`config.mk`:
```
export PLATFORM = sky130hd
export DESIGN_NAME = imu_poll_ctrl
export DESIGN_NICKNAME = d
export VERILOG_FILES = /design/src/rtl/imu_poll_pkg.sv /design/src/rtl/imu_poll_tick.sv /design/src/rtl/imu_poll_ctrl.sv
export SDC_FILE = /design/constraint.sdc
export NUM_CORES = 1
export LEC_CHECK = 0
export CELL_PAD_IN_SITES_DETAIL_PLACEMENT = 1
export CELL_PAD_IN_SITES_GLOBAL_PLACEMENT = 1
export CORE_ASPECT_RATIO = 0.9
export CORE_MARGIN = 1
export CORE_UTILIZATION = 33
export CTS_CLUSTER_DIAMETER = 100
export DETAILED_ROUTE_END_ITERATION = 10
export HOLD_SLACK_MARGIN = 0.08
export PLACE_DENSITY = 0.79
export SETUP_SLACK_MARGIN = 0.02
export SYNTH_ARGS = -nofsm -noshare
export SYNTH_HDL_FRONTEND = slang
export SYNTH_HIERARCHICAL = 1
export SYNTH_SLANG_ARGS = --single-unit
```
`constraint.sdc`:
```
create_clock -name clock -period 2.7 [get_ports clock]
set_input_delay 0.54 -clock clock [delete_from_list [all_inputs] [get_ports clock]]
set_output_delay 0.54 -clock clock [all_outputs]
set_load 0.03 [all_outputs]
```
`src/rtl/imu_poll_pkg.sv`:
```
//==============================================================================
// Module   : imu_poll_pkg
// Purpose  : Shared types and constants for the jb_imu poll controller:
//            FSM state encoding, IMU bus geometry and word packing indices.
// Revision : 1.0 - initial release
//==============================================================================
`timescale 1ns/1ps
`default_nettype none

package imu_poll_pkg;

  localparam int IMU_WORDS  = 9;
  localparam int IMU_WORD_W = 16;
  localparam int IMU_BUS_W  = IMU_WORDS * IMU_WORD_W;

  // Word order on the bus, index 0 is the most significant word (roll)
  localparam int IDX_ROLL       = 0;
  localparam int IDX_PITCH      = 1;
  localparam int IDX_YAW        = 2;
  localparam int IDX_ROLL_RATE  = 3;
  localparam int IDX_PITCH_RATE = 4;
  localparam int IDX_YAW_RATE   = 5;
  localparam int IDX_ACCEL_X    = 6;
  localparam int IDX_ACCEL_Y    = 7;
  localparam int IDX_ACCEL_Z    = 8;

  typedef enum logic [2:0] {
    IDLE      = 3'd0,
    WAIT_TICK = 3'd1,
    START     = 3'd2,
    WAIT_DONE = 3'd3,
    LATCH     = 3'd4,
    FAULT     = 3'd5
  } poll_state_t;

  // Extract one 16-bit word from a packed IMU bus by its word index
  function automatic logic [IMU_WORD_W-1:0] imu_word(input logic [IMU_BUS_W-1:0] bus,
                                                    input int idx);
    return bus[(IMU_WORDS-1-idx)*IMU_WORD_W +: IMU_WORD_W];
  endfunction

endpackage

`default_nettype wire

```
`src/rtl/imu_poll_tick.sv`:
```
//==============================================================================
// Module   : imu_poll_tick
// Purpose  : Poll-rate divider. Counts 0..POLL_DIV-1 while enabled and emits a
//            one-cycle tick on the last count; held at zero while disabled.
// Revision : 1.0 - initial release
//==============================================================================
`timescale 1ns/1ps
`default_nettype none

module imu_poll_tick #(
  parameter int POLL_DIV = 50000
) (
  input  logic clock,
  input  logic reset,
  input  logic i_enable,
  output logic o_tick
);

  localparam int                 c_cnt_w = (POLL_DIV > 1) ? $clog2(POLL_DIV) : 1;
  localparam logic [c_cnt_w-1:0] c_last  = c_cnt_w'(POLL_DIV - 1);

  logic [c_cnt_w-1:0] r_count;

  // Free-running divider, parked at zero whenever polling is disabled
  always_ff @(posedge clock or negedge reset) begin
    if (!reset) begin
      r_count <= '0;
    end else if (!i_enable || (r_count == c_last)) begin
      r_count <= '0;
    end else begin
      r_count <= r_count + 1'b1;
    end
  end

  assign o_tick = i_enable && (r_count == c_last);

endmodule

`default_nettype wire

```
`src/rtl/imu_poll_ctrl.sv`:
```
//==============================================================================
// Module   : imu_poll_ctrl
// Purpose  : Periodic scheduler and result latch for jb_imu. Issues start
//            pulses at the poll rate, supervises done with timeout and bounded
//            retry, and snapshots the nine IMU words into a coherent bank.
// Options  : IMU_STALE_CHECK_EN - suppress samples identical to the last one
//            and count them on stale_count.
// Revision : 1.0 - initial release
//==============================================================================
`timescale 1ns/1ps
`default_nettype none

module imu_poll_ctrl
  import imu_poll_pkg::*;
#(
  parameter int POLL_DIV    = 50000,
  parameter int TIMEOUT_CYC = 20000,
  parameter int MAX_RETRY   = 2
) (
  input  logic                 clock,
  input  logic                 reset,
  input  logic                 enable,
  output logic                 imu_start,
  input  logic                 imu_done,
  input  logic [IMU_BUS_W-1:0] imu_data,
  output logic [IMU_BUS_W-1:0] sample,
  output logic                 sample_valid,
  output logic [15:0]          sample_count,
  output logic [7:0]           overrun_count,
  output logic                 busy,
  output logic                 fault
`ifdef IMU_STALE_CHECK_EN
  ,
  output logic [7:0]           stale_count
`endif
);

  localparam int                 c_to_w      = $clog2(TIMEOUT_CYC + 1);
  localparam logic [c_to_w-1:0]  c_to_last   = c_to_w'(TIMEOUT_CYC - 1);
  localparam logic [2:0]         c_max_retry = 3'(MAX_RETRY);

  poll_state_t          r_state;
  poll_state_t          w_next;
  logic [c_to_w-1:0]    r_to_cnt;
  logic [2:0]           r_retry;
  logic [IMU_BUS_W-1:0] r_sample;
  logic                 r_sample_valid;
  logic [15:0]          r_sample_count;
  logic [7:0]           r_overrun;
  logic                 w_tick;
  logic                 w_busy;
  logic                 w_timeout;
  logic                 w_done_seen;
  logic                 w_stale;
  logic                 w_accept;
  logic                 w_retry_now;

  imu_poll_tick #(
    .POLL_DIV (POLL_DIV)
  ) u_tick (
    .clock    (clock),
    .reset    (reset),
    .i_enable (enable),
    .o_tick   (w_tick)
  );

  assign w_busy      = (r_state == START) || (r_state == WAIT_DONE) || (r_state == LATCH);
  assign w_timeout   = (r_to_cnt == c_to_last);
  // Data is captured on the edge that enters LATCH so sample and valid appear together
  assign w_done_seen = (r_state == WAIT_DONE) && imu_done;

`ifdef IMU_STALE_CHECK_EN
  assign w_stale = (imu_data == r_sample) && (r_sample_count != 16'd0);
`else
  assign w_stale = 1'b0;
`endif

  assign w_accept    = w_done_seen && !w_stale;
  assign w_retry_now = (r_state == WAIT_DONE) && !imu_done && w_timeout && enable &&
                       (r_retry < c_max_retry);

  // State register
  always_ff @(posedge clock or negedge reset) begin
    if (!reset) begin
      r_state <= IDLE;
    end else begin
      r_state <= w_next;
    end
  end

  // Next-state logic; a disabled controller still finishes its transaction
  always_comb begin
    w_next = r_state;
    case (r_state)
      IDLE:      if (enable) w_next = WAIT_TICK;
      WAIT_TICK: begin
        if (!enable)     w_next = IDLE;
        else if (w_tick) w_next = START;
      end
      START:     w_next = WAIT_DONE;
      WAIT_DONE: begin
        if (imu_done)         w_next = LATCH;
        else if (w_timeout) begin
          if (!enable)        w_next = IDLE;
          else if (w_retry_now) w_next = START;
          else                w_next = FAULT;
        end
      end
      LATCH:     w_next = enable ? WAIT_TICK : IDLE;
      FAULT:     if (!enable) w_next = IDLE;
      default:   w_next = IDLE;
    endcase
  end

  // Timeout counter: cleared on every start, advances while waiting for done
  always_ff @(posedge clock or negedge reset) begin
    if (!reset) begin
      r_to_cnt <= '0;
    end else if (r_state == START) begin
      r_to_cnt <= '0;
    end else if ((r_state == WAIT_DONE) && !imu_done) begin
      r_to_cnt <= r_to_cnt + 1'b1;
    end
  end

  // Retry budget: refilled after a successful latch or on return to idle
  always_ff @(posedge clock or negedge reset) begin
    if (!reset) begin
      r_retry <= '0;
    end else if ((r_state == IDLE) || (r_state == LATCH)) begin
      r_retry <= '0;
    end else if (w_retry_now) begin
      r_retry <= r_retry + 1'b1;
    end
  end

  // Sample bank: all 144 bits load together with the valid strobe and count
  always_ff @(posedge clock or negedge reset) begin
    if (!reset) begin
      r_sample       <= '0;
      r_sample_valid <= 1'b0;
      r_sample_count <= '0;
    end else begin
      r_sample_valid <= w_accept;
      if (w_accept) begin
        r_sample       <= imu_data;
        r_sample_count <= r_sample_count + 16'd1;
      end
    end
  end

  // Overrun counter: ticks arriving mid-transaction are dropped and counted
  always_ff @(posedge clock or negedge reset) begin
    if (!reset) begin
      r_overrun <= '0;
    end else if (w_tick && w_busy && (r_overrun != 8'hFF)) begin
      r_overrun <= r_overrun + 8'd1;
    end
  end

`ifdef IMU_STALE_CHECK_EN
  logic [7:0] r_stale_count;

  // Stale counter: completed transactions whose data repeated the held sample
  always_ff @(posedge clock or negedge reset) begin
    if (!reset) begin
      r_stale_count <= '0;
    end else if (w_done_seen && w_stale && (r_stale_count != 8'hFF)) begin
      r_stale_count <= r_stale_count + 8'd1;
    end
  end

  assign stale_count = r_stale_count;
`endif

  assign imu_start     = (r_state == START);
  assign busy          = w_busy;
  assign fault         = (r_state == FAULT);
  assign sample        = r_sample;
  assign sample_valid  = r_sample_valid;
  assign sample_count  = r_sample_count;
  assign overrun_count = r_overrun;

endmodule

`default_nettype wire

```
==> summary.md, run 1 <==
| Metric | Value |
|---|---|
| Status | `complete, no violations` |
| Largest net degree at the start of global routing | `100` |
| Total CTS buffers | `25` |
| DRC viols | `0` |
| Crit path cell chain | `or4b_1 -> or4_4 -> nor2_2 -> o21ai_2 -> nor2_1 -> mux2_2` |
| Num rows | `55` |
| VDD IR max | `0.668 mV` |
| Wire per inst | `around 17 um` |
| Clock Tree Buf Depth | `3` |
| Antenna cell count | `0` |
| Total routed wirelength | `roughly 27,000 um` |
| CP startpoint kind | `register` |
| Synthesized area | `between 8000 and 9000 um^2` |
| Die Span X | `around 170 um` |
| Max Slew Vio Count | `0` |
| Worst reg-to-reg path cell count | `6` |
| CTS root buf | `clkbuf_16` |
| Iter 0 DRT Violations | `319` |
| Clk_skew | `0.00692 ns` |
| Async SR Flop Fraction | `100%` |
| Syn Area/Cell | `between 9 and 10 um^2` |
| Rel. slew slack | `around three fifths` |
| Data arrival, critical path | `2.93 ns` |
| Clock power frac | `22.4%` |
| FF+latch count, synth | `206` |
| Layout cells sized above 1 | `6.60%` |
| Nets | `1,393` |
| Htree depth | `1` |
| CP Depth | `6` |
| Area growth syn-to-layout | `51.8%` |
| # fillers | `2,901` |
| Router iterations before antenna repair | `4` |
| CTS tree | `built` |
| Worst skew pair latency | `0.52 ns` |
| # placed instances | `1,554` |
| Reg2Reg Setup Slack | `about 0.17 ns` |
| Seq pwr share | `33.7%` |
| Clk slew on worst S/H paths | `approximately 0.060 ns` |
| Yosys warnings | `6` |
| Vias in the first global route | `8,127` |
| Syn Inst Count | `916` |
| Final Setup Violations | `0` |
| Cell accounting for the most synthesized area | `dfrtp_1` |
| Via Count | `7,551` |
| Ratio of final minimum period to clock period | `93.7%` |
| EDFF count, synth | `0` |
| RSZ-0062 raised after global routing | `false` |
| Leak Pwr | `roughly 6.2 nW` |
| Net Switching | `5.64 mW` |
| Final Hold Vio Count | `0` |
| Final ANT Viol Nets | `0` |
| CP max-delay cell | `or4_4` |
| CP max stage delay | `~0.57 ns` |
| Commonest cells after routing, fill and taps aside | `nand2_1, clkdlybuf4s50_1, dfrtp_1, nor2_1, xnor2_1` |
| Crit path max-delay family | `simple AND/OR/NAND/NOR gates` |
| Non-filler instance count after layout | `1,600` |
| WP data required | `3.10 ns` |
| Core outline area | `25,300 um^2` |
| Vias per cell | `between 4 and 5` |
| Library cells used by synthesis | `56` |
| Final setup TNS | `0 ns` |
| HPWL Detailed | `just under 20,000 um` |
| PortBufs | `about 320` |
| Initial antenna violation count | `0` |
| Crit path kind | `register to register` |
| Die Ht | `155 um` |
| Gpl congestion | `0.792` |
| Post-layout minimum cycle time | `2.53 ns` |
| Clock sink total | `206` |
| Die Area | `roughly 27,000 um^2` |
| Post-Synthesis Net Count | `1,069` |
| Int Pwr | `8.51 mW` |
| Synth Flop Type | `dfrtp_1` |
| Buf+Inv Stages, Crit Path | `0` |
| Critical Path Fanout Max | `7` |
| Num ports | `320` |
| Top post-synthesis cells by area | `dfrtp_1, nand2_1, xnor2_1, nor2_1, xor2_1` |
| Starting Density | `33.9%` |
| GRT overflow | `0` |
| Worst hold path type | `register to register` |
| Commonest non-fill, non-tap cell in the layout | `nand2_1` |
| Hold Crit Depth | `2` |
| Max cap viols | `0` |
| Pwr dens | `between 1000 and 1500 nW/um^2` |
| Comb pwr share | `a little over two fifths` |
| Global-route wire length before repair | `roughly 43,000 um` |
| Switch share | `around two fifths` |
| Part of the Yosys area used for sequential elements | `60.0%` |
| Final hold slack | `0.468 ns` |
| Critical path endpoint category | `register` |
| Setup bufs post-CTS | `0` |
| Worst-Margin Slew | `0.582 ns` |
| Yosys top cell area share | `between 60% and 70%` |
| GRT Util Overall | `20.2%` |
| Max Freq | `395 MHz` |
## state kept, by name, indices dropped and copies added, names as in the netlist
signal and flops:
overrun_count 8, r_retry 3, r_state 3, r_to_cnt 15
sample 144, sample_count 16, sample_valid 1, u_tick/r_count 16
## layer usage
layer  vias up  routed length (um)  global-route usage, %
met5         -                   0                      0
met1      3690               10500                   23.4
met4         0                 936                   6.70
met2       246               13100                   34.3
met3        56                2510                   7.53
li1       3559                   -                      -
## power by group through the flow
stage,clock network (mW),logic [mW],registers (mW)
after floorplan,0,1.33,6.74
after global placement,0,6.11,4.76
after detailed placement,0,6.25,4.83
after CTS,3.28,6.28,4.80
after global routing,3.39,6.62,4.91
final,3.18,6.20,4.77
## kinds of logic after synthesis
kind of cell / synth area share [%]
AO/OA/AOI/OAI: 2.07
XOR/XNOR: 4.28
adder cells (fa/ha/maj): 0.729
buffers and inverters: 2.58
flip-flops: 60.0
multiplexers: 0.597
AND/OR/NAND/NOR: 29.7
## final timing paths
check	to	startpoint
max	overrun_count[1]$_DFFE_PN0P_	u_tick/r_count[6]$_DFF_PN0_
min	sample[54]$_DFFE_PN0P_	sample[54]$_DFFE_PN0P_
max reg2reg	overrun_count[1]$_DFFE_PN0P_	u_tick/r_count[6]$_DFF_PN0_
min reg2reg	sample[54]$_DFFE_PN0P_	sample[54]$_DFFE_PN0P_
max in group asynchronous	r_state[2]$_DFFE_PN0P_	reset
min in group asynchronous	sample[7]$_DFFE_PN0P_	reset
## Yosys cell counts, types with 3 or more instances
cell,count
a21oi_1,4
and4_1,3
buf_1,8
buf_2,15
buf_4,3
clkbuf_1,14
dfrtp_1,206
ha_1,5
inv_1,7
mux2i_1,4
nand2_1,458
nand3_1,19
nand4_1,14
nor2_1,36
nor3_1,7
nor3b_1,3
nor4_1,8
o21ai_0,11
xnor2_1,27
xor2_1,15
## cell type report
cell class	instances	area, um^2	share of cell area [%]
clock buffer	39	748	5.74
inverter	7	28.8	0.221
multi-input combinational	662	3210	24.7
clock inverter	6	33.8	0.259
tap	342	428	3.28
sequential	206	5160	39.6
timing repair buffer	338	3430	26.3
## through the flow
stage / worst slack (ns) / utilization (%) / power (mW) / instance area, um^2
final: 0.170 / 51.5 / 14.1 / 13000
after CTS: 0.0296 / 51.5 / 14.4 / 13000
after global placement: 0.115 / 48.3 / 10.9 / 12200
after global routing: 0.0258 / 51.5 / 14.9 / 13000
after detailed placement: 0.0601 / 48.3 / 11.1 / 12200
after floorplan: 0.221 / - / 8.08 / 8590
## worst register-to-register path: cells and delay by family, from the launching register on
family,cells,cell delay (ns)
DFF,1,0.43
and+or+nand+nor,4,1.45
AOI/OAI and AO/OA,1,0.17
muxes,1,0.36
## timing repair
| action | 4_1_cts | 5_1_grt |
|---|---|---|
| hold buffers | 1 | 0 |
| hold endpoints to repair | 60 | 0 |
| resized for setup | 2 | 1 |
| endpoints found under the setup margin | 1 | 7 |
No activity file was read; power rests on OpenSTA's default activity.
==> run 2, diff against run 1 <==
--- a/config.mk
+++ b/config.mk
@@ -13,6 +13,7 @@
 export CTS_CLUSTER_DIAMETER = 100
 export DETAILED_ROUTE_END_ITERATION = 10
 export HOLD_SLACK_MARGIN = 0.08
+export MAX_ROUTING_LAYER = met4
 export PLACE_DENSITY = 0.79
 export SETUP_SLACK_MARGIN = 0.02
 export SYNTH_ARGS = -nofsm -noshare
==> run 2 against run 1 <==
Against the previous run:
- power barely moved
- clock skew barely moved
- clock power barely moved
- wire length barely moved
- fmax fell by 0.12%
- global-route usage rose by 0.61 points
- register-to-register slack barely moved
- utilization did not move
- critical endpoint unchanged
==> summary.md, run 2 (same netlist as run 1, synthesis figures left out) <==
| Metric | Value |
|---|---|
| Status | `complete, no violations` |
| Non-filler instance count after layout | `1,600 (unchanged)` |
| Ratio of final minimum period to clock period | `93.8% (+0.12 points)` |
| Reg2Reg Setup Slack | `0.17 ns (about the same)` |
| Sequential cell area | `5160 um^2 (unchanged)` |
| Via Count | `7,581 (+0.40%)` |
| Max Slew Vio Count | `0 (unchanged)` |
| Clock Tree Buf Depth | `3 (unchanged)` |
| CTS tree | `built` |
| Router iterations before antenna repair | `4 (unchanged)` |
| # placed instances | `1,554 (unchanged)` |
| Htree depth | `1 (unchanged)` |
| GRT Util Overall | `20.8% (+0.61 points)` |
| CTS root buf | `clkbuf_16` |
| Die Ht | `155 um (unchanged)` |
| Worst skew pair latency | `0.52 ns (about the same)` |
| Area of the multi-input gates | `3210 um^2 (unchanged)` |
| Pwr dens | `1090 nW/um^2 (about the same)` |
| Largest net degree at the start of global routing | `100 (unchanged)` |
| GRT overflow | `0 (unchanged)` |
| HPWL Detailed | `19,300 um (unchanged)` |
| Setup bufs post-CTS | `0 (unchanged)` |
| Worst-Margin Slew | `0.581 ns (-0.00168 ns)` |
| Buf+Inv Stages, Crit Path | `0 (unchanged)` |
| Gpl congestion | `0.804 (+1.4%)` |
| Die Area | `26,700 um^2 (unchanged)` |
| Total CTS buffers | `25 (unchanged)` |
| Crit path max-delay family | `simple AND/OR/NAND/NOR gates` |
| Critical Path Fanout Max | `7 (unchanged)` |
| Clk_skew | `0.00718 ns (+0.000257 ns)` |
| Crit path cell chain | `or4b_1 -> or4_4 -> nor2_2 -> o21ai_2 -> nor2_1 -> mux2_2` |
| Vias in the first global route | `8,156 (+0.36%)` |
| Commonest cells after routing, fill and taps aside | `nand2_1, clkdlybuf4s50_1, dfrtp_1, nor2_1, xnor2_1` |
| Max cap viols | `0 (unchanged)` |
| Min-delay src | `sample[54]$_DFFE_PN0P_` |
| Commonest non-fill, non-tap cell in the layout | `nand2_1` |
| Crit path kind | `register to register` |
| Clock sink total | `206 (unchanged)` |
| Layout cells sized above 1 | `6.60% (unchanged)` |
| Worst hold path type | `register to register` |
| Max reg flops | `144 (unchanged)` |
| Post-layout minimum cycle time | `2.53 ns (+0.00314 ns)` |
| Area growth syn-to-layout | `51.8% (unchanged)` |
| Final Hold Vio Count | `0 (unchanged)` |
| Leak Pwr | `6.16 nW (unchanged)` |
| Wire per inst | `16.9 um (about the same)` |
| Final ANT Viol Nets | `0 (unchanged)` |
| Global-route wire length before repair | `42,600 um (-0.27%)` |
| Data arrival, critical path | `2.93 ns (about the same)` |
| # fillers | `2,901 (unchanged)` |
| VDD IR max | `0.665 mV (-0.44%)` |
| Rel. slew slack | `61.3% (+0.11 points)` |
| Initial antenna violation count | `0 (unchanged)` |
| Final setup TNS | `0 ns (unchanged)` |
| CP max-delay cell | `or4_4` |
| Hold Path Sink | `sample[54]$_DFFE_PN0P_` |
| Clk slew on worst S/H paths | `0.06 ns (about the same)` |
| Worst reg2reg startpoint | `u_tick/r_count[6]$_DFF_PN0_` |
| Reg2Reg Capture Point | `overrun_count[1]$_DFFE_PN0P_` |
| Num ports | `320 (unchanged)` |
| Utilization after layout | `51.5% (unchanged)` |
| PortBufs | `319 (unchanged)` |
| Hold Crit Depth | `2 (unchanged)` |
| Max Freq | `395 MHz (-0.12%)` |
| Critical path endpoint category | `register` |
| Total routed wirelength | `27,100 um (about the same)` |
| CP startpoint kind | `register` |
| Final Setup Violations | `0 (unchanged)` |
| WP data required | `3.10 ns (about the same)` |
| Nets | `1,393 (unchanged)` |
| RSZ-0062 raised after global routing | `false` |
| DRC viols | `0 (unchanged)` |
| Antenna cell count | `0 (unchanged)` |
| Num rows | `55 (unchanged)` |
| Vias per cell | `4.74 (+0.40%)` |
| Worst reg-to-reg path cell count | `6 (unchanged)` |
| Die Span X | `172 um (unchanged)` |
| Iter 0 DRT Violations | `325 (+1.9%)` |
| Starting Density | `33.9% (unchanged)` |
| Core outline area | `25,300 um^2 (unchanged)` |
| CP max stage delay | `0.57 ns (about the same)` |
==> run 2: cell counts in the layout (fill, tap and decap cells not counted) <==
Identical to the previous run, type by type.
==> run 2: worst max-delay path by stage <==
stage | start | to | slack (ns) | depth (start not counted)
4_1_cts | u_tick/r_count[7]$_DFF_PN0_ | overrun_count[1]$_DFFE_PN0P_ | 0.03 | 6
6_report | u_tick/r_count[6]$_DFF_PN0_ | overrun_count[1]$_DFFE_PN0P_ | 0.17 | 6
3_3_place_gp | u_tick/r_count[7]$_DFF_PN0_ | overrun_count[1]$_DFFE_PN0P_ | 0.12 | 6
3_5_place_dp | u_tick/r_count[7]$_DFF_PN0_ | overrun_count[1]$_DFFE_PN0P_ | 0.06 | 6
5_1_grt | u_tick/r_count[7]$_DFF_PN0_ | overrun_count[1]$_DFFE_PN0P_ | 0.03 | 6
2_1_floorplan | u_tick/r_count[7]$_DFF_PN0_ | overrun_count[1]$_DFFE_PN0P_ | 0.22 | 6
==> run 2: routing by layer <==
layer	up-vias	share of wire, %	track usage [%]
li1	3558	-	-
met1	3713	39	23.8
met2	252	48	34.2
met3	58	9.0	7.07
met4	0	3.4	6.70
met5	-	0	-
==> run 2: cell type report <==
class,count,share of cell area [%]
clock inverters,6,0.259
flip-flops and latches,206,39.6
inverters,7,0.221
well taps,342,3.28
clock buffers,39,5.74
multi-input cells,662,24.7
repair buffers,338,26.3
==> run 2: what timing repair did <==
action,in CTS,in global routing
hold buffers,1,0
gates resized for setup,2,1
hold endpoints to repair,60,0
setup endpoints to repair,1,7
==> run 2: worst min-delay path: stages, from the launching register on <==
cell     delay, ns
dfrtp_1       0.34
nand2_1       0.05
nand2_1       0.05
==> run 2: where the power goes <==
| group | switching, mW | leakage, nW | internal (mW) |
|---|---|---|---|
| Sequential | 0.629 | 2.66 | 4.15 |
| Combinational | 3.73 | 3.12 | 2.47 |
| Clock | 1.28 | 0.391 | 1.89 |
| Total | 5.64 | 6.16 | 8.50 |
==> run 2: metrics by stage <==
step | cell area (um^2) | setup slack [ns] | power (mW) | hold WS (ns)
final | 13000 | 0.166 | 14.1 | 0.468
after global routing | 13000 | 0.0255 | 14.9 | 0.493
after CTS | 13000 | 0.0296 | 14.4 | 0.476
after detailed placement | 12200 | 0.0601 | 11.1 | 0.462
after global placement | 12200 | 0.115 | 10.9 | 0.456
after floorplan | 8590 | 0.221 | 8.08 | 0.244
==> patch 1, RTL diff (settings of run 1) <==
The parameter `TIMEOUT_CYC` goes from 20000 to 5000.
--- a/src/rtl/imu_poll_ctrl.sv
+++ b/src/rtl/imu_poll_ctrl.sv
@@ -14,7 +14,7 @@
   import imu_poll_pkg::*;
 #(
   parameter int POLL_DIV    = 50000,
-  parameter int TIMEOUT_CYC = 20000,
+  parameter int TIMEOUT_CYC = 5000,
   parameter int MAX_RETRY   = 2
 ) (
   input  logic                 clock,
Formal check against the unedited RTL: same outputs for any inputs over 10 cycles, from zero or initial values and one cycle with reset low; that may be too few to reach the edited logic, so the function may still have changed.
==> patch 1 against run 1 <==
  * Setup slack got worse by 0.023 ns
  * Clock skew about the same
  * Synthesized cell count decreased by 0.44%
  * Design area decreased by 2.0%
  * Synthesized area decreased by 2.4%
  * Power decreased by 2.0%
  * Routed wire length increased by 3.9%
  * Critical path depth decreased by 2
  * Non-clock buffer count increased by 4
  * Largest cell class unchanged
  * Via count decreased by 1.0%
  * Sequential cell count decreased by 2
  * Final cell count decreased by 0.56%
  * Combinational power about the same
==> patch 1: results (changes against run 1) <==
global_route:
  grt_start_max_net_pins: 82  # -18%
  grt_pass1_wl_microns: 44970  # +5.3%
  use_met1: 0.2521  # +0.01816
  grt_pass1_vias: 8173  # +0.57%
  groute.layer.met3.usage: 0.07690  # +0.001604
  grt_use_met2: 0.3864  # +0.04387
finish:
  final_nets: 1394  # +0.072%
  layout-drive-gt1-share: 0.05418  # -0.01179
clocking:
  cts_buffers: 24  # -4.0%
  post_cts_resized: 3  # +1
placement:
  placed_area_sq_um: 12070  # -1.4%
  dp_hpwl_microns: 20100  # +4.3%
  place.gp.congestion: 0.7940  # +0.20%
setup_path:
  r2r_cells: 7  # +1
  crit_end: "fault"
  worst-setup-path-type: "flop to primary output"
  startpoint: "r_state[1]$_DFFE_PN0P_"
  r2r_slack_ns: 0.15  # -0.02 ns
  cpPeakStageDelay_ns: 0.67  # +0.10 ns
  path_max_fanout: 11  # +4
  r2r_start: "u_tick/r_count[7]$_DFF_PN0_"
detailed_routing:
  wl_met3_microns: 2304  # -8.1%
  wirelength_microns: 28140  # +3.9%
  drt_iter0_drc: 424  # +33%
  viasPerCell: 4.696  # -0.49%
  wl_met1_microns: 10790  # +2.4%
  dr_wl_met2_microns: 14130  # +7.8%
outcome:
  status: "finished, final reports clean"
power:
  p_leak_nw: 6.051  # -1.8%
  p_int_w: 0.008262  # -2.9%
synthesis:
  yosys-top-cells-count: "nand2_1 (453), dfrtp_1 (204), nor2_1 (42)"
  syn_nets: 1065  # -0.37%
  ys_seq_area_frac: 0.6092  # +0.008907
  synth_area_leaders: "dfrtp_1 (61%), nand2_1 (20%), xnor2_1 (3.1%), nor2_1 (1.9%), clkbuf_1 (1.4%)"
worst_hold_path:
  hp-class: "primary input to asynchronous set/reset pin"
sta:
  fin_skew_ns: 0.006456  # -0.0004616 ns
  slew_headroom: 0.4020  # -0.2097
## patch 1: changes by cell type in the layout (fill, tap and decap cells not counted), moves of 4 or more
cell and change:
nor4_1 +4, buf_4 +8, mux2i_1 -4, inv_1 +5, o21ai_0 -5, clkinv_2 -5
clkbuf_8 -5, nor2_1 +7, nand2_1 -5, clkbuf_1 +6
## patch 1: critical path: cells and delay by family, from the launching register on
kind | cells | cell delay [ns]
DFF | 1 | 0.37
and+or+nand+nor | 1 | 0.18
buffers and inverters | 3 | 0.96
## patch 1: cell families after synthesis
family	share of synthesized area
compound gates	0.01911
xor+xnor	0.04495
fa+ha+maj	0.007466
buf+inv	0.02464
flops	0.6092
mux	0.005375
simple gates	0.2892
## patch 1: area by class of cell
| cell class | count | area (sq um) |
|---|---|---|
| fillers | 2810 | 11820 |
| flip-flops and latches | 204 | 5106 |
| repair buffers | 342 | 3416 |
| multi-input cells | 657 | 3083 |
| clock buffers | 40 | 701.9 |
| well taps | 336 | 420.4 |
| inverters | 12 | 47.55 |
## patch 1: power by group through the flow
stage	registers, W	logic [W]	clock network, W
floorplan	0.00662	0.00131	0
global placement	0.00468	0.00610	0
detailed placement	0.00474	0.00624	0
CTS	0.00471	0.00628	0.00308
global route	0.00483	0.00659	0.00319
finish	0.00470	0.00619	0.00299
## patch 1: per-stage QoR
step / setup slack (ns) / utilization / std cells / hold WS (ns) / TNS (ns)
after global placement: 0.1788 / 0.4906 / 1551 / 0.4562 / 0
final: 0.1462 / 0.5194 / 1591 / 0.07518 / 0
after detailed placement: 0.1302 / 0.4906 / 1551 / 0.4622 / 0
after CTS: 0.1145 / 0.5193 / 1591 / 0.09652 / 0
after floorplan: 0.2882 / - / 912 / 0.2444 / 0
after global routing: -0.001445 / 0.5194 / 1591 / 0.1177 / -0.001445
==> patch 2, RTL diff (flow settings as in run 1) <==
Made on the original files. One comparison of `r_count` changes from == to >=.
--- a/src/rtl/imu_poll_tick.sv
+++ b/src/rtl/imu_poll_tick.sv
@@ -32,7 +32,7 @@
     end
   end
 
-  assign o_tick = i_enable && (r_count == c_last);
+  assign o_tick = i_enable && (r_count >= c_last);
 
 endmodule
 
Behaviour: same outputs for any inputs over 10 cycles, from zero or initial values and one cycle with reset low; that may be too few to reach the edited logic, so the function may still have changed.
==> patch 2 against run 1 <==
  * Synthesized cell count increased by 0.55%
  * Setup slack got worse by 0.025 ns
  * Design area increased by 0.66%
  * Synthesized area decreased by 0.74%
  * Critical path depth decreased by 2
  * Routed wire length increased by 1.9%
  * Sequential cell count unchanged
  * Critical path type is now flop to primary output
  * Critical endpoint is now imu_start
  * Largest cell class unchanged
Power is not compared: it rests on default switching activity, and its combinational part moved more than twofold at a synthesized area within 25%.
==> patch 2: results (changes against run 1) <==
outcome:
  status: "finished, final reports clean"
detailed_routing:
  drt_first_pass_iters: 4  # unchanged
  drt_iter0_drc: 292  # -8.5%
  wirelength_microns: 27600  # +1.9%
  viasPerCell: 4.728  # +0.18%
global_route:
  track_usage: 0.2094  # +0.007366
  grt_overflow_total: 0  # unchanged
  grt_start_max_net_pins: 91  # -9.0%
  grt_pass1_wl_microns: 43720  # +2.3%
  antenna_found_initial: 0  # unchanged
  grt_pass1_vias: 8067  # -0.74%
sta:
  holdWs_ns: 0.4714  # +0.002933 ns
  worst_pin_slew_ns: 0.4800  # -0.1024 ns
  fin_crit_ns: 2.556  # +0.02520 ns
  fin_skew_ns: 0.005650  # -0.001268 ns
placement:
  placed_area_sq_um: 12310  # +0.60%
  pre_cts_ws_ns: 0.1984  # +0.1383 ns
  dp_hpwl_microns: 19620  # +1.8%
  portBuffers: 319  # unchanged
  place.gp.congestion: 0.7773  # -1.9%
setup_path:
  r2r_cells: 7  # +1
  startpoint: "r_state[2]$_DFFE_PN0P_"
  crit_end: "imu_start"
  worst_path_max_delay_cell: "dfrtp_1"
  regToRegEndpoint: "overrun_count[5]$_DFFE_PN0P_"
  cp_data_arrival_time_ns: 2.02  # -0.91 ns
  cpPeakStageDelay_ns: 0.46  # -0.11 ns
  r2r_slack_ns: 0.58  # +0.41 ns
  path_max_fanout: 9  # +2
  r2r_start: "u_tick/r_count[0]$_DFF_PN0_"
  critical-path-top-delay-family: "simple AND/OR/NAND/NOR gates"
worst_hold_path:
  min_from: "sample[57]$_DFFE_PN0P_"
  hp-class: "flop to flop"
  whs_path_depth: 2  # unchanged
  min_to: "sample[57]$_DFFE_PN0P_"
power:
  p_leak_nw: 6.419
  swShare: 0.2100
  ir_drop_v: 0.0003730
synthesis:
  synth_area_leaders: "dfrtp_1 (60%), nand2_1 (20%), xnor2_1 (2.3%), xor2_1 (2.1%), clkbuf_1 (1.5%)"
  ys_seq_area_frac: 0.6048  # +0.004494
  ys_types: 47  # -16%
  syn_nets: 1074  # +0.47%
  async_reset_ff_frac: 1.000  # unchanged
  yosys-top-cells-count: "nand2_1 (454), dfrtp_1 (206), clkbuf_1 (33)"
  yosys_warnings: 6  # unchanged
clocking:
  cts_max_path_buffers: 3  # unchanged
  clk_pin_slew_worst_paths_ns: 0.06  # about the same
  insertion_delay_ns: 0.51
  clockRootBuffer: "clkbuf_16"
  cts_buffers: 24  # -4.0%
  htree_levels: 1  # unchanged
finish:
  largest_register_ffs: 144  # unchanged
  fill_cells: 2901  # unchanged
  antennaDiodeCount: 0  # unchanged
  final_nets: 1408  # +1.1%
  layout-drive-gt1-share: 0.05975  # -0.006229
-- patch 2: cell type report --
class / instances / area [sq um] / share of cell area
Clock inverter: 5 / 75.07 / 0.005722
Sequential cell: 206 / 5155 / 0.3929
Timing Repair Buffer: 348 / 3527 / 0.2688
Multi-Input combinational cell: 664 / 3167 / 0.2414
Inverter: 11 / 43.79 / 0.003338
Tap cell: 342 / 427.9 / 0.03261
Clock buffer: 38 / 724.4 / 0.05522
-- patch 2: power by group through the flow --
stage / combinational [W] / clock, W / sequential (W)
3_5_place_dp: 0.000328 / 0 / 0.00316
4_1_cts: 0.000332 / 0.00342 / 0.00310
5_1_grt: 0.000353 / 0.00352 / 0.00310
2_1_floorplan: 0.0000263 / 0 / 0.00315
3_3_place_gp: 0.000323 / 0 / 0.00316
6_report: 0.000323 / 0.00331 / 0.00310
-- patch 2: cells by family after synthesis --
logic type,count (synthesis),synth area share
adders and majority gates,5,0.007340
muxes,3,0.003963
buffers and inverters,51,0.02363
and+or+nand+nor,573,0.2842
xor gates and xnor gates,42,0.04316
AOI/OAI and AO/OA,41,0.03289
DFF,206,0.6048
-- patch 2: repair_timing --
action	in CTS	in global routing
buffers inserted	0	0
resized for setup	2	0
endpoints found under the setup margin	2	0
endpoints found under the hold margin	40	0
hold buffers	1	0
-- patch 2: stage by stage --
stage,total power (W),std cells,util
6_report,0.006737,1614,0.5195
5_1_grt,0.006976,1614,0.5195
4_1_cts,0.006850,1614,0.5195
3_5_place_dp,0.003484,1570,0.4875
3_3_place_gp,0.003478,1570,0.4875
2_1_floorplan,0.003180,921,-
-- patch 2: per-layer routing --
metal	part of all wire	track usage	up-vias
met5	0	0	-
li1	-	-	3602
met3	0.082	0.06858	52
met4	0.037	0.07483	0
met1	0.39	0.2429	3729
met2	0.49	0.3597	248
